## config.mk

```make
export PLATFORM = sky130hd
export DESIGN_NAME = gnrl_elastic_pipe
export DESIGN_NICKNAME = d
export VERILOG_FILES = /design/src/rtl/gnrl_elastic_pipe_pkg.sv /design/src/rtl/gnrl_elastic_pipe_dffrl.sv /design/src/rtl/gnrl_elastic_pipe.sv
export SDC_FILE = /design/constraint.sdc
export NUM_CORES = 1
export LEC_CHECK = 0
export CAP_MARGIN = 10
export CORE_MARGIN = 5
export CORE_UTILIZATION = 61
export DETAILED_ROUTE_END_ITERATION = 6
export DONT_BUFFER_PORTS = 1
export MAX_ROUTING_LAYER = met4
export PLACE_DENSITY = 0.77
export SLEW_MARGIN = 25
export SYNTH_ARGS = -nofsm -noshare
export SYNTH_HDL_FRONTEND = slang
export SYNTH_SLANG_ARGS = --single-unit
```

## constraint.sdc

```tcl
create_clock -name clk -period 3.9 [get_ports clk]
set_input_delay 0.585 -clock clk [delete_from_list [all_inputs] [get_ports clk]]
set_output_delay 0.585 -clock clk [all_outputs]
set_load 0.02 [all_outputs]
```

## src/rtl/gnrl_elastic_pipe_pkg.sv

```systemverilog
// ---------------------------------------------------------------------------
// gnrl_elastic_pipe_pkg
//   Shared helpers for the elastic pipe slice:
//     - clog2(): constant ceil(log2(n)), with clog2(1) = 0
//     - `GNRL_EP_PW(depth): pointer width, max(1, clog2(depth))
//     - `GNRL_EP_CW(depth): occupancy counter width, clog2(depth+1)
//     - GNRL_EP_XCHECK: define it in the simulation build to enable
//       X-checks on the handshake inputs.
// ---------------------------------------------------------------------------
`ifndef GNRL_ELASTIC_PIPE_PKG_SV
`define GNRL_ELASTIC_PIPE_PKG_SV

`define GNRL_EP_PW(depth) (((depth) > 1) ? gnrl_elastic_pipe_pkg::clog2(depth) : 1)
`define GNRL_EP_CW(depth) (gnrl_elastic_pipe_pkg::clog2((depth) + 1))

package gnrl_elastic_pipe_pkg;

    // Smallest r such that 2**r >= n; bounded loop keeps it a constant function.
    function automatic int clog2(input int n);
        int r;
        r = 0;
        for (int i = 0; i < 32; i++) begin
            if ((64'd1 << i) < 64'(n)) begin
                r = i + 1;
            end
        end
        return r;
    endfunction

endpackage

`endif

```

## src/rtl/gnrl_elastic_pipe_dffrl.sv

```systemverilog
// ---------------------------------------------------------------------------
// gnrl_dffrl
//   DW-wide load-enable flip-flop with optional synchronous active-high reset.
//   Ports:
//     clk   in   clock, rising edge
//     rst   in   synchronous active-high reset (used only when RST_EN != 0)
//     lden  in   load enable; register holds its value while low
//     dnxt  in   DW  next value
//     qout  out  DW  registered value
//   Parameters:
//     DW     data width
//     RST_EN 1 = clear to 0 on rst, 0 = no reset (datapath register)
// ---------------------------------------------------------------------------
module gnrl_dffrl #(
    parameter int DW     = 32,
    parameter int RST_EN = 1
) (
    input  logic          clk,
    input  logic          rst,
    input  logic          lden,
    input  logic [DW-1:0] dnxt,
    output logic [DW-1:0] qout
);

    generate
        if (RST_EN != 0) begin : g_rst
            // Reset has priority over a coincident load.
            always_ff @(posedge clk) begin
                if (rst) begin
                    qout <= '0;
                end else if (lden) begin
                    qout <= dnxt;
                end
            end
        end else begin : g_norst
            logic unused_rst;
            assign unused_rst = rst;

            // No reset on the datapath flavour; the register only ever moves on lden.
            always_ff @(posedge clk) begin
                if (lden) begin
                    qout <= dnxt;
                end
            end
        end
    endgenerate

endmodule

```

## src/rtl/gnrl_elastic_pipe.sv

```systemverilog
// ---------------------------------------------------------------------------
// gnrl_elastic_pipe
//   Elastic register stage: DEPTH-entry circular buffer of DW-bit words behind
//   valid/ready handshakes on both sides. Output data always comes from a
//   register, so there is no combinational i_dat -> o_dat path.
//   Ports:
//     clk    in   clock, rising edge
//     rst    in   synchronous active-high reset (control state; data if DP_RST)
//     i_vld  in   upstream valid
//     i_rdy  out  block can accept i_dat this cycle
//     i_dat  in   DW  upstream data
//     o_vld  out  head entry valid
//     o_rdy  in   downstream accepts head entry
//     o_dat  out  DW  head entry data
//     cnt    out  CW  occupied entries, CW = clog2(DEPTH+1)
//     full   out  cnt == DEPTH
//     empty  out  cnt == 0
//   Parameters:
//     DW, DEPTH, CUT_READY (1: i_rdy = !full, 0: i_rdy = !full | o_rdy),
//     DP_RST (1: data entries clear on rst)
// ---------------------------------------------------------------------------
module gnrl_elastic_pipe
    import gnrl_elastic_pipe_pkg::*;
#(
    parameter int DW        = 32,
    parameter int DEPTH     = 2,
    parameter int CUT_READY = 1,
    parameter int DP_RST    = 0,
    localparam int CW       = `GNRL_EP_CW(DEPTH)
) (
    input  logic          clk,
    input  logic          rst,
    input  logic          i_vld,
    output logic          i_rdy,
    input  logic [DW-1:0] i_dat,
    output logic          o_vld,
    input  logic          o_rdy,
    output logic [DW-1:0] o_dat,
    output logic [CW-1:0] cnt,
    output logic          full,
    output logic          empty
);

    localparam int            PW       = `GNRL_EP_PW(DEPTH);
    localparam logic [PW-1:0] PTR_LAST = PW'(DEPTH - 1);
    localparam logic [CW-1:0] CNT_FULL = CW'(DEPTH);

    logic          push;
    logic          pop;
    logic          wr_en;
    logic [PW-1:0] rptr;
    logic [PW-1:0] wptr;
    logic [PW-1:0] rptr_nxt;
    logic [PW-1:0] wptr_nxt;
    logic [CW-1:0] cnt_nxt;
    logic          cnt_lden;
    logic [DW-1:0] entry [DEPTH];

    assign full  = (cnt == CNT_FULL);
    assign empty = (cnt == '0);
    assign o_vld = !empty;

    // With CUT_READY=0 a full buffer still accepts when the head is leaving,
    // reusing the slot being popped in the same cycle.
    generate
        if (CUT_READY != 0) begin : g_cut
            assign i_rdy = !full;
        end else begin : g_pass
            assign i_rdy = !full | o_rdy;
        end
    endgenerate

    assign push  = i_vld & i_rdy;
    assign pop   = o_vld & o_rdy;
    assign wr_en = push & !rst;

    // Pointers wrap at DEPTH-1 rather than at a power of two, so odd depths
    // never index past the last entry.
    always_comb begin
        rptr_nxt = (rptr == PTR_LAST) ? '0 : rptr + PW'(1);
        wptr_nxt = (wptr == PTR_LAST) ? '0 : wptr + PW'(1);
    end

    // Count only moves when exactly one of push/pop happens.
    always_comb begin
        cnt_lden = push ^ pop;
        cnt_nxt  = push ? cnt + CW'(1) : cnt - CW'(1);
    end

    gnrl_dffrl #(.DW(PW), .RST_EN(1)) u_rptr (
        .clk  (clk),
        .rst  (rst),
        .lden (pop),
        .dnxt (rptr_nxt),
        .qout (rptr)
    );

    gnrl_dffrl #(.DW(PW), .RST_EN(1)) u_wptr (
        .clk  (clk),
        .rst  (rst),
        .lden (push),
        .dnxt (wptr_nxt),
        .qout (wptr)
    );

    gnrl_dffrl #(.DW(CW), .RST_EN(1)) u_cnt (
        .clk  (clk),
        .rst  (rst),
        .lden (cnt_lden),
        .dnxt (cnt_nxt),
        .qout (cnt)
    );

    // Each entry loads only when the write pointer selects it, so idle
    // entries never toggle.
    generate
        for (genvar i = 0; i < DEPTH; i++) begin : g_entry
            gnrl_dffrl #(.DW(DW), .RST_EN(DP_RST)) u_entry (
                .clk  (clk),
                .rst  (rst),
                .lden (wr_en && (wptr == PW'(i))),
                .dnxt (i_dat),
                .qout (entry[i])
            );
        end

        if (DEPTH == 1) begin : g_head1
            assign o_dat = entry[0];
        end else begin : g_headn
            assign o_dat = entry[rptr];
        end
    endgenerate

`ifndef SYNTHESIS
    ap_no_overflow : assert property (@(posedge clk) disable iff (rst)
        !(push && full && !pop));
    ap_no_underflow : assert property (@(posedge clk) disable iff (rst)
        !(pop && empty));
`ifdef GNRL_EP_XCHECK
    ap_xcheck_i_vld : assert property (@(posedge clk) disable iff (rst)
        !$isunknown(i_vld));
    ap_xcheck_o_rdy : assert property (@(posedge clk) disable iff (rst)
        !$isunknown(o_rdy));
`endif
`endif

endmodule

```

=== Word level (Yosys, flattened, before mapping) ===
Cells that the tools add are included.

* Register bits after elaboration: 68
* Word-level logic and storage cells: 29

* Magnitude comparators: 1
* Add/subtract/negate cells: 4
* Muxes and demuxes: 6
* Bitwise operators: 6
* Equal/unequal tests: 1
* Reduce and logical (&&, ||, !) cells: 6

{| class="wikitable"
|+ Operators by type and width
! cell !! count
|-
| 32-bit 2-to-1 mux || 3
|-
| 1-bit bitwise AND || 3
|-
| 1-bit logical NOT || 3
|-
| 1-bit adder, second input constant || 2
|-
| 2-bit by 1-bit adder with 2-bit output, second input constant || 1
|-
| 2-bit == test, second input constant || 1
|-
| 2-bit greater-or-equal comparator, second input constant || 1
|-
| 1-bit logical AND || 2
|-
| 2-bit logical NOT || 1
|-
| 1-bit 2-to-1 mux || 2
|-
| 2-bit 2-to-1 mux || 1
|-
| 1-bit NOT with 2-bit output || 1
|-
| 2-bit by 1-bit subtractor with 2-bit output, second input constant || 1
|-
| 1-bit NOT || 1
|-
| 1-bit bitwise XOR || 1
|}

=== Depth between registers and ports, before layout ===
* Word-level depth: 5
* Mapped depth: 4

=== Cells and area by module ===
Synthesis repeated with hierarchy kept, for this count alone.

* Cells, all modules: 130
* Area, all modules: 2,707.6 um^2

{| class="wikitable"
|+ Modules (own cells, without submodules)
! module !! times used !! area each (um^2) !! sequential area each (um^2) !! cells an instance
|-
| gnrl_dffrl (g_entry[0].u_entry ...) || 2 || 960.9 || 960.9 || 32
|-
| gnrl_elastic_pipe || 1 || 650.6 || 0.0 || 54
|-
| gnrl_dffrl (u_cnt) || 1 || 67.6 || 40.0 || 6
|-
| gnrl_dffrl (u_rptr ...) || 2 || 33.8 || 20.0 || 3
|}

=== Worst setup path before layout ===
Ideal clock, no wire load.

* Path type: flip-flop to flip-flop
* Start point: register u_cnt.qout[0]
* End point: register g_entry[1].u_entry.qout[0] (enable)
* Arrival time: 3.211 ns
* Stages on the path, launching flop included: 4
* Clock period less this slack: 3.679 ns
* Buffers on the path: 0
* Library setup time: 0.468 ns
* Path slack: 0.221 ns
* Path through: dfxtp_1 -> nand2b_4 -> nand2_1 -> nor3b_1

* Longest elaborated chain between the ends: 5

{| class="wikitable"
|+ RTL lines
! element !! RTL line !! text
|-
| from (decl) || gnrl_elastic_pipe_dffrl.sv:22 || <nowiki>output logic [DW-1:0] qout</nowiki>
|-
| from (signal assigned) || gnrl_elastic_pipe_dffrl.sv:32 || <nowiki>qout <= dnxt;</nowiki>
|-
| 2-bit == test || gnrl_elastic_pipe.sv:59 || <nowiki>assign full = (cnt == CNT_FULL);</nowiki>
|-
| 1-bit logical NOT || gnrl_elastic_pipe.sv:67 || <nowiki>assign i_rdy = !full;</nowiki>
|-
| net i_rdy || gnrl_elastic_pipe.sv:34 || <nowiki>output logic i_rdy,</nowiki>
|-
| 1-bit bitwise AND || gnrl_elastic_pipe.sv:73 || <nowiki>assign push = i_vld & i_rdy;</nowiki>
|-
| 1-bit bitwise AND || gnrl_elastic_pipe.sv:75 || <nowiki>assign wr_en = push & !rst;</nowiki>
|-
| 1-bit logical AND || gnrl_elastic_pipe.sv:121 || <nowiki>.lden (wr_en && (wptr == PW'(i))),</nowiki>
|-
| net g_entry[1].u_entry.lden || gnrl_elastic_pipe_dffrl.sv:20 || <nowiki>input logic lden,</nowiki>
|-
| to (signal assigned) || gnrl_elastic_pipe_dffrl.sv:42 || <nowiki>qout <= dnxt;</nowiki>
|-
| to (decl) || gnrl_elastic_pipe_dffrl.sv:22 ||
|}

The timed path passes the listed nets, and every way through them passes these cells.
A chain may end at the register's enable or synchronous reset.

=== Worst setup path in the final report ===
* Start point: register u_rptr.qout
* End point: output port o_dat[17]

* Longest elaborated chain between the ends: 4

{| class="wikitable"
|+ RTL lines
! element !! RTL line !! text
|-
| from (decl) || gnrl_elastic_pipe_dffrl.sv:22 ||
|-
| from (signal assigned) || gnrl_elastic_pipe_dffrl.sv:32 ||
|-
| 1-bit NOT with 2-bit output (not written as such) || gnrl_elastic_pipe.sv:130 || <nowiki>assign o_dat = entry[rptr];</nowiki>
|-
| 32-bit 2-to-1 mux (not written as such) (3 in series) || gnrl_elastic_pipe.sv:130 ||
|-
| to (decl) || gnrl_elastic_pipe.sv:38 || <nowiki>output logic [DW-1:0] o_dat,</nowiki>
|}

Every way passes these cells. The select of a mux whose other input is x is not followed.

==> impl_metrics.xml <==
<?xml version="1.0" encoding="UTF-8"?>
<metrics>
  <group name="clock_tree">
    <metric name="postCtsSetupRepairBufs" unit="">0</metric>
    <metric name="clk-insertion-delay-late" unit="ns">0.33</metric>
    <metric name="numCtsBuffers" unit="">9</metric>
    <metric name="cts.root.buffer_cell" unit="">sky130_fd_sc_hd__clkbuf_8</metric>
    <metric name="post_cts_resized" unit="">0</metric>
    <metric name="clock_tree.htree_level_count" unit="">3</metric>
    <metric name="clock_sinks" unit="">68</metric>
    <metric name="cts.clk_slew.worst_paths" unit="ns">0.06</metric>
    <metric name="clockBufferDepth" unit="">2</metric>
    <metric name="cts_tree" unit="">built</metric>
    <metric name="cts_hold_buffers" unit="">0</metric>
  </group>
  <group name="synthesis">
    <metric name="postSynthCellCount" unit="">127</metric>
    <metric name="syn_avg_cell_area" unit="µm²">19.9</metric>
    <metric name="xor_xnor_fraction_of_synth_area" unit="%">0.347</metric>
    <metric name="yosys-mux-area-fraction" unit="%">14.7</metric>
    <metric name="synth.top_cells.by_count" unit="">sky130_fd_sc_hd__edfxtp_1, sky130_fd_sc_hd__mux2_2, sky130_fd_sc_hd__a21oi_1, sky130_fd_sc_hd__buf_2, sky130_fd_sc_hd__dfxtp_1</metric>
    <metric name="synth-simple-area-share" unit="%">2.67</metric>
    <metric name="synth_area_leader_cell" unit="">sky130_fd_sc_hd__edfxtp_1</metric>
    <metric name="proportion_of_synthesized_flip_flops_having_asynchronous_set_or_reset" unit="%">0</metric>
    <metric name="postSynthRegisterBits" unit="">68</metric>
    <metric name="synth.cell_area" unit="mm²">0.00253</metric>
    <metric name="part_of_the_yosys_area_used_for_sequential_elements" unit="%">79.2</metric>
    <metric name="synth-warning-count" unit="">0</metric>
    <metric name="synth_edf_count" unit="">64</metric>
    <metric name="synthesized_area_fraction_occupied_by_ao_oa_aoi_and_oai_cells" unit="%">1.83</metric>
    <metric name="ys.flop_type" unit="">sky130_fd_sc_hd__edfxtp_1</metric>
    <metric name="synth.distinct_cells" unit="">21</metric>
    <metric name="synth_most_common_cell" unit="">sky130_fd_sc_hd__edfxtp_1</metric>
    <metric name="post_synth_main_area_contributors" unit="">sky130_fd_sc_hd__edfxtp_1, sky130_fd_sc_hd__mux2_2, sky130_fd_sc_hd__dfxtp_1, sky130_fd_sc_hd__a21oi_1, sky130_fd_sc_hd__buf_2</metric>
    <metric name="post_synthesis_net_count" unit="">163</metric>
    <metric name="yosys.area_share.adder" unit="%">0</metric>
    <metric name="netlist.area_leader.share" unit="%">76.1</metric>
    <metric name="synth_top_family_by_area" unit="">multiplexers</metric>
  </group>
  <group name="worst_setup_path">
    <metric name="critPathRequiredTime" unit="ns">3.31</metric>
    <metric name="worstSetupEndpointType" unit="">primary output</metric>
    <metric name="startpoint_type" unit="">flip-flop</metric>
    <metric name="critPathArrivalTime" unit="ns">1.73</metric>
    <metric name="crit_fanout" unit="">24</metric>
    <metric name="worst-setup-path-type" unit="">reg -&gt; out</metric>
    <metric name="worst-r2r-cell-count" unit="">4</metric>
  </group>
  <group name="route">
    <metric name="detail_route.first_pass.iterations" unit="">2</metric>
    <metric name="route.detailed.drc" unit="">0</metric>
    <metric name="detail-route-antenna-nets" unit="">0</metric>
    <metric name="route.detailed.vias_per_inst" unit="">5.71</metric>
    <metric name="first_iter_violations" unit="">52</metric>
    <metric name="detail_route.wirelength" unit="mm">4.06</metric>
    <metric name="routedWlPerCell" unit="µm">21.1</metric>
    <metric name="vias" unit="">1096</metric>
  </group>
  <group name="min_path">
    <metric name="hold_path_depth" unit="">1</metric>
    <metric name="min-delay-path-class" unit="">in -&gt; reg</metric>
  </group>
  <group name="sta">
    <metric name="hold_viol" unit="">0</metric>
    <metric name="fmaxAchievable" unit="GHz">0.432</metric>
    <metric name="worst_slew_pin_slew" unit="ns">0.438</metric>
    <metric name="layout_min_cycle_time" unit="ns">2.32</metric>
    <metric name="final.period_utilization" unit="%">59.4</metric>
    <metric name="grt_setup_unrepaired" unit="">no</metric>
    <metric name="worst_clock_skew" unit="ns">0.00691</metric>
    <metric name="setup_tns" unit="ns">0</metric>
    <metric name="setup_viol_count_final" unit="">0</metric>
    <metric name="timing_max_transition_violations_final" unit="">0</metric>
    <metric name="hold-worst-slack" unit="ns">0.327</metric>
    <metric name="maxSlewHeadroom" unit="%">70.7</metric>
  </group>
  <group name="grt">
    <metric name="grt_pass1_vias" unit="">1251</metric>
    <metric name="grt.overflow.total" unit="">0</metric>
    <metric name="antenna_found_initial" unit="">0</metric>
    <metric name="gr-usage-all-layers" unit="%">17.0</metric>
    <metric name="grt_first_pass_wirelength" unit="mm">6.25</metric>
    <metric name="grt_max_degree" unit="">33</metric>
  </group>
  <group name="floorplanning">
    <metric name="ioPinCount" unit="">74</metric>
    <metric name="die-height" unit="µm">74.4</metric>
    <metric name="start_util" unit="%">63.2</metric>
    <metric name="placementRows" unit="">23</metric>
    <metric name="chip_width" unit="µm">74.4</metric>
    <metric name="placeableCoreArea" unit="mm²">0.00400</metric>
    <metric name="die_area" unit="mm²">0.00553</metric>
  </group>
  <group name="status">
    <metric name="run_status" unit="">completed</metric>
  </group>
  <group name="placement">
    <metric name="io_buffer_count" unit="">0</metric>
    <metric name="finalWeightedCongestion" unit="">0.819</metric>
    <metric name="placedCellCount" unit="">176</metric>
  </group>
  <group name="power_and_ir_drop">
    <metric name="power.total" unit="mW">1.48</metric>
    <metric name="powerDensity" unit="mW/mm²">531</metric>
    <metric name="leakage_component_of_the_power" unit="nW">0.905</metric>
    <metric name="vdd_drop_max" unit="mV">0.501</metric>
  </group>
  <group name="cells_and_area">
    <metric name="final_layout_size_suffix_gt1_share" unit="%">37.3</metric>
    <metric name="area.growth.synth_to_final" unit="%">10.1</metric>
    <metric name="layout.nets" unit="">173</metric>
    <metric name="finish.cell_count_without_fillers" unit="">192</metric>
    <metric name="final_util" unit="%">69.5</metric>
    <metric name="n_antenna_cell" unit="">0</metric>
    <metric name="layout.area.seq" unit="mm²">0.00200</metric>
    <metric name="footprint_of_the_multi_input_gates" unit="µm²">503</metric>
    <metric name="fill_cells" unit="">255</metric>
  </group>
  <group name="flow_run">
    <metric name="cap_viol_max_count" unit="">0</metric>
  </group>
</metrics>
layer usage:
layer | part of all wire [%] | vias to the layer above | wire, µm | track usage [%]
li1 | - | 517 | - | -
met1 | 34 | 522 | 1400 | 16.3
met2 | 50 | 50 | 2040 | 26.6
met3 | 13 | 7 | 514 | 10.1
met4 | 2.6 | 0 | 105 | 9.09
met5 | 0 | - | 0 | -
flip-flops by register name, summed over array words and instances, names as in the netlist:
register,count
g_entry.u_entry.qout,64
u_cnt.qout,2
u_rptr.qout,1
u_wptr.qout,1
area by class of cell:
| class | count | area share [%] |
|---|---|---|
| inverter | 3 | 0.405 |
| timing repair buffer | 3 | 0.810 |
| tap | 50 | 2.25 |
| sequential | 68 | 72.0 |
| clock inverter | 3 | 1.44 |
| multi-input combinational | 52 | 18.1 |
| clock buffer | 13 | 5.00 |
report_power, final:
| group | switching [mW] | internal, mW | leakage (nW) |
|---|---|---|---|
| clock | 0.219 | 0.294 | 0.0914 |
| sequential | 0.0130 | 0.829 | 0.620 |
| combinational | 0.0800 | 0.0409 | 0.193 |
logic make-up after synthesis:
kind of cell,Yosys count
DFF,68
buffers and inverters,7
xor gates and xnor gates,1
AOI/OAI and AO/OA,8
and+or+nand+nor,10
muxes,33
layout by cell type, fill, tap and decap left out, types with 2 or more instances in the layout:
cell type and count:
sky130_fd_sc_hd__buf_4 3, sky130_fd_sc_hd__edfxtp_1 64, sky130_fd_sc_hd__mux2_2 32, sky130_fd_sc_hd__inv_1 2
sky130_fd_sc_hd__clkbuf_8 9, sky130_fd_sc_hd__o21ai_0 2, sky130_fd_sc_hd__clkbuf_1 4, sky130_fd_sc_hd__clkinv_2 2
sky130_fd_sc_hd__a21oi_1 4, sky130_fd_sc_hd__dfxtp_1 4
worst max-delay path, cell delays in order, from the launching register on:
cell and delay, ns:
sky130_fd_sc_hd__dfxtp_1 0.55, sky130_fd_sc_hd__buf_4 0.39, sky130_fd_sc_hd__mux2_2 0.45
through the flow:
stage | worst slack [ns] | area, µm²
floorplan | 0.221 | 2530
global placement | 1.93 | 2600
detailed placement | 1.91 | 2600
CTS | 1.55 | 2780
global route | 1.48 | 2780
finish | 1.58 | 2780
path summary, 6_finish.rpt:
check | startpoint | to | slack, ns
worst min register to register | u_wptr.qout | u_wptr.qout | 0.54
worst min-delay path | rst | u_cnt.qout[1] | 0.33
worst max register to register | u_cnt.qout[0] | g_entry[1].u_entry.qout[26] | 2.06
worst max-delay path | u_rptr.qout | o_dat[17] | 1.58
Note: power is estimated with default switching activity, not from simulation.
